### src/rtl/freq_meter_auto.sv
`timescale 1ns/1ps
`default_nettype none
// ============================================================================
// Module      : freq_meter_auto
// Description : Gated edge counter with N-digit BCD display, overflow flag and
//               auto-ranging gate. Optional macro LEADING_ZERO_BLANK_EN blanks
//               leading zero digits.
// Revision    : 1.0 - initial parametrised release
// ============================================================================
module freq_meter_auto #(
    parameter int DIGITS      = 4,
    parameter int CLK_HZ      = 50000000,
    parameter int SYNC_STAGES = 2
) (
    input  logic                  sysclk,
    input  logic                  rst,
    input  logic                  sigin,
    input  logic [1:0]            select,
    output logic [7*DIGITS-1:0]   seg,
    output logic [1:0]            range_out,
    output logic                  ovf,
    output logic                  valid
);

    localparam int              c_GW       = $clog2(CLK_HZ);
    localparam logic [c_GW-1:0] c_G0_LAST  = c_GW'(CLK_HZ - 1);
    localparam logic [c_GW-1:0] c_G1_LAST  = c_GW'(CLK_HZ / 10 - 1);
    localparam logic [c_GW-1:0] c_G2_LAST  = c_GW'(CLK_HZ / 100 - 1);
    localparam logic [1:0]      c_SEL_AUTO = 2'b11;

    localparam logic [0:0] c_ST_GATE  = 1'b0;
    localparam logic [0:0] c_ST_LATCH = 1'b1;

    logic [SYNC_STAGES-1:0] r_sync;
    logic                   r_prev;
    logic                   w_edge;
    logic [0:0]             r_state;
    logic [0:0]             w_state_nxt;
    logic [c_GW-1:0]        r_gate_cnt;
    logic [c_GW-1:0]        w_gate_last;
    logic [4*DIGITS-1:0]    r_bcd;
    logic [4*DIGITS-1:0]    w_bcd_inc;
    logic [4*DIGITS-1:0]    r_disp;
    logic [DIGITS-1:0]      w_is9;
    logic [DIGITS-1:0]      w_carry;
    logic                   w_all9;
    logic                   r_ovf_flag;
    logic [1:0]             r_range;
    logic [1:0]             r_sel_q;
    logic                   w_sel_chg;
    logic                   w_gate_run;
    logic                   w_latch;
    logic                   w_abort;
    logic [3:0]             w_msd;

    function automatic logic [6:0] f_seg7(input logic [3:0] d);
        case (d)
            4'd0:    f_seg7 = 7'h3F;
            4'd1:    f_seg7 = 7'h06;
            4'd2:    f_seg7 = 7'h5B;
            4'd3:    f_seg7 = 7'h4F;
            4'd4:    f_seg7 = 7'h66;
            4'd5:    f_seg7 = 7'h6D;
            4'd6:    f_seg7 = 7'h7D;
            4'd7:    f_seg7 = 7'h07;
            4'd8:    f_seg7 = 7'h7F;
            4'd9:    f_seg7 = 7'h6F;
            default: f_seg7 = 7'h00;
        endcase
    endfunction

    always_ff @(posedge sysclk or negedge rst) begin
        if (!rst) begin
            r_sync <= '0;
            r_prev <= 1'b0;
        end else begin
            r_sync <= {r_sync[SYNC_STAGES-2:0], sigin};
            r_prev <= r_sync[SYNC_STAGES-1];
        end
    end

    assign w_edge    = r_sync[SYNC_STAGES-1] & ~r_prev;
    assign w_sel_chg = (select != r_sel_q);
    assign w_msd     = r_bcd[4*DIGITS-1 -: 4];

    always_comb begin
        case (r_range)
            2'd0:    w_gate_last = c_G0_LAST;
            2'd1:    w_gate_last = c_G1_LAST;
            default: w_gate_last = c_G2_LAST;
        endcase
    end

    // Ripple BCD increment; the all-nines case is handled by saturation below.
    generate
        for (genvar k = 0; k < DIGITS; k++) begin : g_digit
            logic [3:0] w_d;
            assign w_d      = r_bcd[4*k +: 4];
            assign w_is9[k] = (w_d == 4'd9);
            if (k == 0) begin : g_lsd
                assign w_carry[k] = 1'b1;
            end else begin : g_upper
                assign w_carry[k] = w_carry[k-1] & w_is9[k-1];
            end
            assign w_bcd_inc[4*k +: 4] = !w_carry[k] ? w_d :
                                         (w_is9[k] ? 4'd0 : 4'(w_d + 4'd1));
        end
    endgenerate

    assign w_all9 = &w_is9;

    always_ff @(posedge sysclk or negedge rst) begin
        if (!rst) r_state <= c_ST_GATE;
        else      r_state <= w_state_nxt;
    end

    always_comb begin
        w_state_nxt = r_state;
        case (r_state)
            c_ST_GATE:  if (!w_sel_chg && (r_gate_cnt == w_gate_last)) w_state_nxt = c_ST_LATCH;
            c_ST_LATCH: w_state_nxt = c_ST_GATE;
            default:    w_state_nxt = c_ST_GATE;
        endcase
    end

    always_comb begin
        w_gate_run = 1'b0;
        w_latch    = 1'b0;
        w_abort    = 1'b0;
        case (r_state)
            c_ST_GATE: begin
                w_abort    = w_sel_chg;
                w_gate_run = ~w_sel_chg;
            end
            c_ST_LATCH: w_latch = 1'b1;
            default: ;
        endcase
    end

    always_ff @(posedge sysclk or negedge rst) begin
        if (!rst) begin
            r_gate_cnt <= '0;
            r_bcd      <= '0;
            r_ovf_flag <= 1'b0;
            r_disp     <= '0;
            r_range    <= 2'd0;
            r_sel_q    <= 2'd0;
            range_out  <= 2'd0;
            ovf        <= 1'b0;
            valid      <= 1'b0;
        end else begin
            r_sel_q <= select;
            valid   <= w_latch;
            if (w_abort || w_latch) begin
                r_gate_cnt <= '0;
                r_bcd      <= '0;
                r_ovf_flag <= 1'b0;
            end else if (w_gate_run) begin
                r_gate_cnt <= c_GW'(r_gate_cnt + 1'b1);
                if (w_edge) begin
                    if (w_all9) r_ovf_flag <= 1'b1;
                    else        r_bcd      <= w_bcd_inc;
                end
            end
            if (w_latch) begin
                r_disp    <= r_bcd;
                ovf       <= r_ovf_flag;
                range_out <= r_range;
            end
            // Range decision uses the value being latched this cycle.
            if ((w_abort || w_latch) && w_sel_chg && (select != c_SEL_AUTO)) begin
                r_range <= select;
            end else if (w_latch && (select == c_SEL_AUTO)) begin
                if (r_ovf_flag && (r_range < 2'd2))
                    r_range <= r_range + 2'd1;
                else if (!r_ovf_flag && (w_msd == 4'd0) && (r_range != 2'd0))
                    r_range <= r_range - 2'd1;
            end
        end
    end

`ifdef LEADING_ZERO_BLANK_EN
    logic [DIGITS:1] w_lz;
    assign w_lz[DIGITS] = 1'b1;
    generate
        for (genvar k = 0; k < DIGITS; k++) begin : g_seg
            logic [3:0] w_d;
            assign w_d = r_disp[4*k +: 4];
            if (k == 0) begin : g_lsd
                assign seg[6:0] = f_seg7(w_d);
            end else begin : g_upper
                assign w_lz[k]          = (w_d == 4'd0) & w_lz[k+1];
                assign seg[7*k +: 7]    = w_lz[k] ? 7'h00 : f_seg7(w_d);
            end
        end
    endgenerate
`else
    generate
        for (genvar k = 0; k < DIGITS; k++) begin : g_seg
            assign seg[7*k +: 7] = f_seg7(r_disp[4*k +: 4]);
        end
    endgenerate
`endif

endmodule
`default_nettype wire

### config.mk
export PLATFORM = sky130hd
export DESIGN_NAME = freq_meter_auto
export DESIGN_NICKNAME = d
export VERILOG_FILES = /design/src/rtl/freq_meter_auto.sv
export SDC_FILE = /design/constraint.sdc
export NUM_CORES = 1
export LEC_CHECK = 0
export BUFFER_PORTS_ARGS = -buffer_cell sky130_fd_sc_hd__buf_4
export CAP_MARGIN = 20
export CORE_UTILIZATION = 45
export CTS_BUF_LIST = sky130_fd_sc_hd__clkbuf_8 sky130_fd_sc_hd__clkbuf_16
export DETAILED_ROUTE_END_ITERATION = 12
export PLACE_DENSITY = 0.74
export SETUP_SLACK_MARGIN = 0.15
export SYNTH_ARGS = -nofsm -noshare
export SYNTH_HDL_FRONTEND = slang
export SYNTH_SLANG_ARGS = --single-unit
export TNS_END_PERCENT = 20
### constraint.sdc
create_clock -name sysclk -period 2 [get_ports sysclk]
set_input_delay 0.3 -clock sysclk [delete_from_list [all_inputs] [get_ports sysclk]]
set_output_delay 0.3 -clock sysclk [all_outputs]
set_load 0.05 [all_outputs]
==> Yosys cells after proc, flatten, opt, wreduce, memory -nomap -nowiden <==
Memories as Yosys holds them, arrays and structs flattened.
Cells that the tools add are included.
{ "op_classes": {"addsub": 7, "magnitude_cmp": 1, "eq_ne": 10, "n_mux": 27, "bitwise": 6, "reduce_logical": 28} }
{ "ops": {"columns": ["operator", "n"], "rows": [
  ["$mux W16", 4],
  ["$mux W26", 2],
  ["$pmux W26 S2", 1],
  ["$mux W4", 7],
  ["$add A26 B1 Y26 const B", 1],
  ["$eq A26 B26 Y1", 1],
  ["$add A4 B1 Y4 const B", 4],
  ["$eq A4 B4 Y1 const B", 4],
  ["$reduce_and A4 Y1", 4],
  ["$reduce_bool A2 Y1", 8],
  ["$mux W1", 8],
  ["$mux W2", 4],
  ["$logic_and A1 B1 Y1", 7],
  ["$reduce_and A3 Y1", 2],
  ["$logic_not A4 Y1", 1],
  ["$and A1 B1 Y1", 3],
  ["$not A1 Y1", 3],
  ["$reduce_bool A3 Y1", 1],
  ["$add A2 B1 Y2 const B", 1],
  ["$eq A2 B1 Y1 const B", 1],
  ["$eq A2 B2 Y1 const B", 1],
  ["$logic_not A1 Y1", 2],
  ["$logic_not A2 Y1", 1],
  ["$lt A2 B2 Y1 const B", 1],
  ["7 further kinds", 7]
]} }
{ "word_totals": {"register_bits": 71, "mem_bits_ro": 448, "input_bits": 5, "out_inout_bits": 32, "wordCells": 98, "mem_count": 4} }
{ "memory_table": {"columns": ["memory", "words", "width", "rd", "rd_ports_with_merged_regs", "write_ports", "line", "text"], "rows": [
  ["(name not given)", 16, 7, 1, 0, 0, "57", "case (d)"],
  ["(name not given)", 16, 7, 1, 0, 0, "57", null],
  ["(name not given)", 16, 7, 1, 0, 0, "57", null],
  ["(name not given)", 16, 7, 1, 0, 0, "57", null]
]} }

==> Logic depth before layout (Yosys ltp) <==
Gate-level depths: netlist (run 1).
{ "depth": {"depth_word": 8, "mapped_depth": 7} }

==> Worst setup path before layout (run 1) <==
Ideal clock, no wire load.
{ "synth_path": {"kind": "register to output", "from": "reg r_disp[5]", "to": "out seg[10]", "arrival_time_ps": 1934, "required_time_ps": 1700, "setup_slack_ps": -234, "path_stages_with_launch": 5, "path_cell_list": "dfrtp_1 inv_1 ha_1 inv_1 o21ai_0"} }
{ "synth_between": {"elab_chain_cells": 1} }
{ "synth_lines": {"columns": ["element", "line", "text"], "rows": [
  ["start: declaration", "43", "logic [4*DIGITS-1:0] r_disp;"],
  ["start signal: assignment", "166", "r_disp <= r_bcd;"],
  ["$mem_v2 Z16 W7", null, null],
  ["end: declaration", "19", "output logic [7*DIGITS-1:0] seg,"]
]} }
No other way between the ends.

==> Worst setup path after layout (run 1) <==
{ "layout_path": {"from": "reg r_disp[8]", "to": "out seg[19]"} }
The elaborated chain is that of the path after synthesis.

==> out/results.txt, run 1 <==
VDD IR max -> 0.000359 V
Initial core utilization -> 46.9%
RD Place Congestion -> 0.825
CTS clk-pin slew, worst paths -> 0.07 ns
Slew Limit Fails -> 0
Hold path depth -> 1
Register area share after synthesis -> 40.8%
Wirelength per Cell -> 14.3 um
CTS max path bufs -> 2
Largest family of logic cells by synthesized area -> simple AND/OR/NAND/NOR gates
CTS Buf Count -> 9
Length in cells of the worst reg-to-reg path -> 7
# rows -> 35
Initial DRC count -> 199
Initial antenna violation count -> 0
Hold EP -> r_sync[0]
Outcome -> finished clean
Syn Std Cell Area -> 4350 um2
Period utilisation layout -> 95.8%
Setup WS pre-CTS -> 0.0209 ns
CTS tree -> done
Leak -> 0.00228 uW
Worst-margin pin slew -> 0.438 ns
Post-route ant nets -> 0
Layout area overhead -> 23.4%
Vias in the first global route -> 3,498
Post-synth top area share -> 40.8%
Post-DP HPWL -> 6230 um
Later-pin clock latency in the skew report -> 0.35 ns
Worst Path Arrival -> 1.62 ns
Synth cell types -> 50
Startpoint Class -> register
Mapped Nets -> 512
PwrDens -> 572 nW/um2
Vias per cell -> 5.59
Total grt overflow -> 0
Yosys reg bits -> 71
Final setup viols -> 0
Die Ht -> 100 um
Async set-reset flop share out of synthesis -> 100%
Final setup margin -> 0.0834 ns
Synth Area in Simple Gates -> 20.6%
Synth Area per Inst -> 9.26 um2
Routed WL -> 9490 um
Post-synth EDFFs -> 0
Total Power -> 3070 uW
Area contributors post-synth -> dfrtp_1, ha_1, o21ai_0
Final hold viol count -> 0
Pin count of the biggest net entering global routing -> 42
Reg2reg start -> r_bcd[5]
Die X -> 100 um
Commonest non-fill, non-tap cell in the layout -> buf_4
H-tree depth -> 3
Via count -> 3,720
Setup Crit Path Kind -> register to output pin
1st-pass router iterations -> 4
Die ar. -> 10,100 um2
Unrepaired setup endpoints after global routing -> true
HP Class -> input port to register
Mux cell area share after synthesis -> 3.08%
CTS sink count -> 71
Crit Path Max Fanout -> 5
CP endpoint kind -> output pin
Warnings from Yosys -> 0
Setup Skew -> 0.0167 ns
Post-Synth XOR/XNOR Area -> 3.82%
Global Route Usage Sum -> 19.3%
Hold_sp -> sigin
Cell area after placement -> 4800 um2
Clk root buf -> clkbuf_8
Fmax -> 0.522 GHz
RR Endpoint -> r_bcd[10]
Mapped Cells -> 470
# port buffers -> 36
Ports -> 37
Main flop type after synthesis -> dfrtp_1
Core area -> 9280 um2
Final nets -> 574
Slew Limit Headroom -> 70.8%
Post-Layout Inst Area -> 5370 um2
R2r setup slk -> 0.14 ns
Crit path from -> r_disp[8]
Total negative setup slack -> 0 ns
Compound-gate portion of the synthesized area -> 16.0%
Area share of fa/ha/maj cells after synthesis -> 10.6%
CP required -> 1.70 ns
Shortest period the worst path allows -> 1.92 ns
Commonest cells after routing, fill and taps aside -> buf_4, dfrtp_1, ha_1
Yosys top cell by area -> dfrtp_1
# diodes -> 0
Finished Core Util -> 57.9%
First-pass GRT wire length -> 15,600 um
Max-cap violation count -> 0
DRC violations left -> 0
Layout cells sized above 1 -> 25.0%
## registers in the layout, indices dropped and copies added, names as in the netlist
| name | flops |
|---|---|
| r_sync | 2 |
| ovf | 1 |
| r_bcd | 16 |
| r_sel_q | 2 |
| r_disp | 16 |
| r_range | 2 |
| r_state | 1 |
| valid | 1 |
| r_prev | 1 |
| range_out | 2 |
| r_gate_cnt | 26 |
| r_ovf_flag | 1 |
## worst max-delay path, cell delays in order, from the launching register on
cell,delay [ns]
dfrtp_1,0.42
inv_2,0.12
ha_1,0.16
inv_1,0.05
o21a_1,0.18
o22ai_1,0.13
buf_4,0.22
## cell usage after synthesis (9+ instances only)
cell type  instances
o21ai_0           36
dfrtp_1           71
mux2_2            11
or3_1             10
nand4_1            9
o22ai_1           16
clkbuf_1          17
ha_1              37
xor2_1            12
o31ai_1            9
nand2_1           29
nand2b_1          19
inv_1             33
nor2_1            21
nand3_1           19
a21oi_1           27
## metrics by stage
step	hold WS [ns]	instances
floorplan	0.00441	470
global placement	0.261	624
detailed placement	0.267	624
CTS	0.0488	648
global route	0.0447	665
finish	0.0635	665
## cells by family after synthesis
family                     Yosys count
AOI/OAI and AO/OA                  115
buffers and inverters               56
xor gates and xnor gates            19
DFF                                 71
adders and majority gates           37
muxes                               12
and+or+nand+nor                    160
## repair_timing
action                     4_1_cts  5_1_grt
pin swaps                        1        9
setup endpoints to repair       24       47
setup buffers                    8       17
resized for setup               21       25
hold buffers                     1        0
hold endpoints to repair        30        0
## how the worst max path moves through the flow
stage	to	depth (start not counted)	slack, ns
finish	seg[19]	6	0.08
global route	seg[21]	6	0.02
CTS	seg[19]	6	0.07
detailed placement	r_range[0]	6	0.02
floorplan	seg[8]	3	-0.21
global placement	r_range[0]	6	0.11
## area by class of cell
cell class | count | area, um2
Inverter | 33 | 129
Multi-Input combinational cell | 343 | 2470
Clock buffer | 10 | 138
Fill cell | 773 | 3910
Clock inverter | 5 | 106
Tap cell | 129 | 161
Sequential cell | 71 | 1790
Timing Repair Buffer | 74 | 578
## report_power, final
part | internal (uW) | total [uW] | switching [uW]
clock | 858 | 1410 | 552
sequential | 1450 | 1460 | 11.2
combinational | 76.4 | 201 | 125
total | 2380 | 3070 | 688
## per-layer routing
layer	part of all wire (%)	global-route usage (%)	vias up
li1	-	-	1809
met1	44	23.3	1811
met2	51	33.8	88
met3	3.8	3.83	12
met4	1.5	8.03	0
met5	0	0	-
Note: power is estimated with default switching activity, not from simulation.
==> inputs of run 2 (changes only) <==
- CELL_PAD_IN_SITES_DETAIL_PLACEMENT: unset -> 1
- CELL_PAD_IN_SITES_GLOBAL_PLACEMENT: unset -> 1
- CORE_UTILIZATION: 45 -> 42
- PLACE_DENSITY: 0.74 -> 0.85
==> run 2 against run 1 <==
Net effect: the flow now finishes with violations (negative setup slack); non-clock buffer count increased by 6; combinational power up 9%; core utilization is 1.2 points lower; die area increased by 7.0%; routed wire length up 51%; sequential share of layout area fell by 1.4 points; clock skew grew 0.0026 ns; setup slack worse by 0.10 ns; flip-flop and latch count unchanged; global-route usage grew 2.5 points; register-to-register slack got worse by 0.06 ns; largest cell class unchanged.
==> out/results.txt, run 2 (synthesis gave the netlist of run 1 again) <==
Worst Path Arrival -> 1.72 ns (+0.10 ns)
# rows -> 36 (+2.9%)
Vias per cell -> 5.98 (+6.9%)
Core area -> 9910 um2 (+6.7%)
Commonest non-fill, non-tap cell in the layout -> dfrtp_1
PwrDens -> 518 nW/um2 (-9.4%)
Post-DP HPWL -> 7720 um (+24%)
Total grt overflow -> 0 (unchanged)
Fmax -> 0.495 GHz (-5.0%)
Outcome -> complete, but fails checks
Startpoint Class -> register
Failing checks -> negative setup slack
Post-route ant nets -> 0 (unchanged)
Register share of total power -> 50.2% (+2.7 points)
Later-pin clock latency in the skew report -> 0.35 ns (about the same)
CTS clk-pin slew, worst paths -> 0.08 ns (about the same)
Max-cap violation count -> 0 (unchanged)
Initial DRC count -> 226 (+14%)
Crit Path Max Fanout -> 4 (-1)
Setup WS pre-CTS -> -0.129 ns (-0.150 ns)
Layout area overhead -> 29.1%
Vias in the first global route -> 4,017 (+15%)
Worst-margin pin slew -> 0.466 ns (+0.0277 ns)
CTS sink count -> 71 (unchanged)
Setup Crit Path Kind -> register to output pin
CP required -> 1.70 ns (about the same)
Via count -> 4,041 (+8.6%)
Slew Limit Headroom -> 69.0% (-1.8 points)
Fillers -> 1,073 (+39%)
Ports -> 37 (unchanged)
# port buffers -> 36 (unchanged)
Slew Limit Fails -> 0 (unchanged)
Setup Skew -> 0.0193 ns (+0.00258 ns)
Largest register FFs -> 26 (unchanged)
CTS Buf Count -> 9 (unchanged)
Global Route Usage Sum -> 21.9% (+2.5 points)
HP Class -> input port to register
RD Place Congestion -> 0.791 (-4.1%)
DRC violations left -> 0 (unchanged)
H-tree depth -> 3 (unchanged)
Routed WL -> 14,300 um (+51%)
1st-pass router iterations -> 4 (unchanged)
Biggest regs -> r_gate_cnt (26), r_bcd (16), r_disp (16)
Final hold viol count -> 0 (unchanged)
Power share of the combinational group -> 7.6% (+1.1 points)
Period utilisation layout -> 101% (+5.1 points)
Initial core utilization -> 43.9% (-3.0 points)
Layout cells sized above 1 -> 32.0% (+7.0 points)
Final setup margin -> -0.0184 ns (-0.102 ns)
Clk root buf -> clkbuf_8
Pin count of the biggest net entering global routing -> 41 (-2.4%)
Sw Share -> 25.4% (+3.0 points)
Die X -> 104 um (+3.4%)
Final setup viols -> 1 (+1)
Shortest period the worst path allows -> 2.02 ns (+0.102 ns)
Die Ht -> 104 um (+3.4%)
Initial antenna violation count -> 0 (unchanged)
Largest register by flop count -> r_gate_cnt
Die ar. -> 10,800 um2 (+7.0%)
Final nets -> 580 (+1.0%)
Clock share of power -> 42.2% (-3.7 points)
CP endpoint kind -> output pin
Switch Pwr -> 740 uW (+7.5%)
CTS tree -> done
Unrepaired setup endpoints after global routing -> true
First-pass GRT wire length -> 19,300 um (+24%)
Commonest cells after routing, fill and taps aside -> dfrtp_1, buf_4, nand2_1
# diodes -> 0 (unchanged)
Internal power component -> 2170 uW (-8.9%)
Wirelength per Cell -> 21.2 um (+48%)
Leak -> 0.00235 uW (+3.0%)
CTS max path bufs -> 2 (unchanged)
Finished Core Util -> 56.7% (-1.2 points)
VDD IR max -> 0.000327 V (-9.0%)
## run 2: layer usage
metal | share of wire (%) | vias to the layer above | global-route usage [%]
met1 | 40 | 2063 | 25.7
met4 | 4.0 | 0 | 7.76
met2 | 53 | 120 | 40.6
met5 | 0 | - | 0
li1 | - | 1812 | -
met3 | 3.3 | 46 | 2.77
## run 2: path summary, 6_finish.rpt
check                           startpoint              to  slack, ns  depth (start not counted)
worst min-delay path                 sigin       r_sync[0]       0.06                          1
worst max-delay path            r_disp[13]         seg[26]      -0.02                          6
min in group asynchronous              rst   r_gate_cnt[7]       0.43                          2
max in group asynchronous              rst  r_gate_cnt[11]       0.96                          3
worst min register to register   r_sync[0]       r_sync[1]       0.35                          0
worst max register to register    r_bcd[5]        r_bcd[3]       0.08                          7
## run 2: layout make-up
| class | instances | area [um2] | area share, % |
|---|---|---|---|
| multi-input combinational | 343 | 2630 | 46.8 |
| sequential | 71 | 1790 | 31.8 |
| timing repair buffer | 80 | 687 | 12.2 |
| tap | 133 | 166 | 2.96 |
| clock buffer | 11 | 151 | 2.69 |
| inverter | 33 | 136 | 2.43 |
| clock inverter | 5 | 56.3 | 1.00 |
## run 2: repair_timing
| action | 4_1_cts | 5_1_grt |
|---|---|---|
| buffers inserted | 8 | 16 |
| pin swaps | 4 | 19 |
| endpoints found under the hold margin | 32 | 0 |
| hold buffers | 1 | 0 |
| resized for setup | 24 | 90 |
| setup endpoints to repair | 32 | 52 |
| cloned | 0 | 0 |
## run 2: power groups by stage
| stage | Clock (uW) | Combinational (uW) | Sequential (uW) |
|---|---|---|---|
| 4_1_cts | 1230 | 211 | 1460 |
| 5_1_grt | 1290 | 242 | 1460 |
| 3_3_place_gp | 0 | 193 | 1490 |
| 6_report | 1230 | 220 | 1460 |
| 3_5_place_dp | 0 | 203 | 1490 |
| 2_1_floorplan | 0 | 99.6 | 1490 |
## run 2: through the flow
step / hold slack [ns] / std cells / area, um2 / power [uW] / TNS [ns]
after floorplan: 0.00441 / 470 / 4360 / 1590 / -1.18
after global placement: 0.277 / 635 / 4850 / 1680 / 0
after detailed placement: 0.282 / 635 / 4850 / 1690 / -0.129
after CTS: 0.0634 / 660 / 5180 / 2900 / 0
after global routing: 0.0553 / 676 / 5620 / 2990 / -0.0506
final: 0.0597 / 676 / 5620 / 2910 / -0.0184
## run 2: critical path, stage by stage, from the launching register on
cell	delay (ns)
dfrtp_2	0.45
inv_2	0.13
ha_4	0.14
inv_1	0.05
o21a_1	0.18
o22ai_1	0.18
buf_4	0.25
==> inputs of run 3 (changes only) <==
- BUFFER_PORTS_ARGS: -buffer_cell sky130_fd_sc_hd__buf_4 -> unset
- CORE_UTILIZATION: 42 -> 45
- DONT_BUFFER_PORTS: unset -> 1
- PLACE_DENSITY: 0.85 -> 0.86
==> run 3 against run 2 <==
Net effect: the run ends with negative hold slack, negative setup slack left; register-to-register slack worse by 0.19 ns; flip-flop and latch count stayed put; core utilization is 5.2 points higher; clock skew is 0.0043 ns higher; die area is 6.5% lower; critical path type is now register to register; critical endpoint is now r_bcd[4].
==> out/results.txt, run 3 (synthesis gave the netlist of run 1 again) <==
First-pass GRT wire length -> 22,700 um (+18%)
Startpoint Class -> register
Setup Skew -> 0.0236 ns (+0.00434 ns)
CTS max path bufs -> 2 (unchanged)
Crit path from -> r_bcd[9]
Leak -> 0.00237 uW (+0.95%)
Initial antenna violation count -> 0 (unchanged)
Slew Limit Headroom -> 38.5% (-30 points)
Die ar. -> 10,100 um2 (-6.5%)
Post-DP HPWL -> 8130 um (+5.2%)
Core area -> 9280 um2 (-6.3%)
Initial DRC count -> 464 (+110%)
Commonest non-fill, non-tap cell in the layout -> buf_4
# port buffers -> 0 (-100%)
Worst Path Arrival -> 2.37 ns (+0.65 ns)
Reg2reg start -> r_bcd[9]
Worst setup path endpoint -> r_bcd[4]
DRC violations left -> 0 (unchanged)
RR Endpoint -> r_bcd[4]
Max-cap violation count -> 0 (unchanged)
1st-pass router iterations -> 5 (+1)
VDD IR max -> 0.000361 V (+10%)
Total grt overflow -> 0 (unchanged)
RD Place Congestion -> 0.809 (+2.3%)
Shortest period the worst path allows -> 2.11 ns (+0.0908 ns)
Largest register by flop count -> r_gate_cnt
# rows -> 35 (-2.8%)
Failing checks -> negative hold slack, negative setup slack
Post-route ant nets -> 0 (unchanged)
H-tree depth -> 3 (unchanged)
Placed instance count -> 625 (-1.6%)
Worst-margin pin slew -> 0.913 ns (+0.447 ns)
Layout cells sized above 1 -> 34.4% (+2.4 points)
CTS clk-pin slew, worst paths -> 0.10 ns (+0.02 ns)
Fillers -> 1,010 (-5.9%)
Vias in the first global route -> 4,397 (+9.5%)
PwrDens -> 556 nW/um2 (+7.3%)
Fmax -> 0.474 GHz (-4.3%)
Final nets -> 583 (+0.52%)
Hold-fix buffers at CTS -> 3 (+2)
CTS Buf Count -> 9 (unchanged)
Clk root buf -> clkbuf_8
Initial core utilization -> 46.9% (+3.0 points)
Die X -> 100 um (-3.3%)
Length in cells of the worst reg-to-reg path -> 7 (unchanged)
Fin cells -> 675 (-0.15%)
Unrepaired setup endpoints after global routing -> true
Die Ht -> 100 um (-3.3%)
Layout area overhead -> 31.9%
Wirelength per Cell -> 28.5 um (+35%)
Commonest cells after routing, fill and taps aside -> buf_4, dfrtp_1, nand2_1
Ports -> 37 (unchanged)
CP endpoint kind -> register
Outcome -> complete, but fails checks
Total negative setup slack -> -0.224 ns (-0.206 ns)
HP Class -> input port to async pin
Final setup viols -> 5 (+4)
Final setup margin -> -0.109 ns (-0.0908 ns)
Biggest regs -> r_gate_cnt (26), r_bcd (16), r_disp (16)
CTS sink count -> 71 (unchanged)
Global Route Usage Sum -> 29.3% (+7.4 points)
Slew Limit Fails -> 0 (unchanged)
Routed WL -> 19,300 um (+35%)
R2r setup slk -> -0.11 ns (-0.19 ns)
Later-pin clock latency in the skew report -> 0.38 ns (+0.03 ns)
Setup Crit Path Kind -> register to register
Pin count of the biggest net entering global routing -> 72 (+76%)
Vias per cell -> 6.73 (+13%)
CTS tree -> done
# diodes -> 0 (unchanged)
Total Power -> 3190 uW (+9.6%)
Period utilisation layout -> 105% (+4.5 points)
Final hold viol count -> 71 (+71)
Via count -> 4,546 (+12%)
CP required -> 2.26 ns (+0.56 ns)
Worst hold slack -> -0.393 ns (-0.453 ns)
Setup WS pre-CTS -> -0.0237 ns (+0.106 ns)
Crit Path Max Fanout -> 5 (+1)
Largest register FFs -> 26 (unchanged)
-- run 3: changes by cell type in the layout (fill, tap and decap cells not counted), sizes merged --
| cell | previous run | this run |
|---|---|---|
| clkinv | 3 | 1 |
| buf | 79 | 80 |
| bufinv | 1 | 3 |
| dlygate4sd3 | 1 | 3 |
| clkinvlp | 1 | 2 |
| clkbuf | 11 | 10 |
-- run 3: what timing repair did --
item / CTS / global route
setup buffers: 12 / 19
endpoints found under the hold margin: 74 / 71
pin swaps: 6 / 21
endpoints found under the setup margin: 37 / 45
resized for setup: 35 / 94
-- run 3: layer usage --
| layer | part of all wire [%] | track usage [%] | vias to the layer above |
|---|---|---|---|
| li1 | - | - | 1817 |
| met1 | 37 | 32.8 | 2231 |
| met2 | 47 | 51.6 | 368 |
| met3 | 8.9 | 5.57 | 130 |
| met4 | 7.1 | 17.8 | 0 |
| met5 | 0 | 0 | - |
-- run 3: power breakdown --
part	internal (uW)	total, uW	switching, uW	leakage (uW)
sequential	1450	1470	17.1	0.000951
combinational	73.5	200	127	0.00130
clock	860	1520	665	0.000120
total	2380	3190	809	0.00237
-- run 3: worst min-delay path by stage --
| stage | start | to | slack, ns |
|---|---|---|---|
| floorplan | rst | ovf | 0.004 |
| global placement | rst | range_out[1] | 0.006 |
| detailed placement | rst | r_range[0] | 0.005 |
| CTS | rst | r_disp[1] | -0.39 |
| global route | rst | r_bcd[15] | -0.40 |
| finish | rst | valid | -0.39 |
-- run 3: metrics by stage --
stage	instance area [um2]	util, %
5_1_grt	5740	61.9
6_report	5740	61.9
4_1_cts	5260	56.7
3_3_place_gp	4790	51.6
2_1_floorplan	4360	-
3_5_place_dp	4790	51.6
-- run 3: final cells by class --
| cell class | count | area [um2] | share of cell area [%] |
|---|---|---|---|
| clock inverters | 6 | 109 | 1.90 |
| clock buffers | 10 | 138 | 2.40 |
| multi-input cells | 343 | 2690 | 46.8 |
| inverters | 33 | 139 | 2.42 |
| flip-flops and latches | 71 | 1800 | 31.3 |
| well taps | 129 | 161 | 2.81 |
| repair buffers | 83 | 713 | 12.4 |
-- run 3: worst max-delay path, stage by stage (launching register included) --
cell and delay (ns):
dfrtp_2 0.45, inv_1 0.12, ha_4 0.17, nand3b_1 0.23, buf_6 0.23, nor3_4 0.24
inv_1 0.21, a311oi_2 0.35
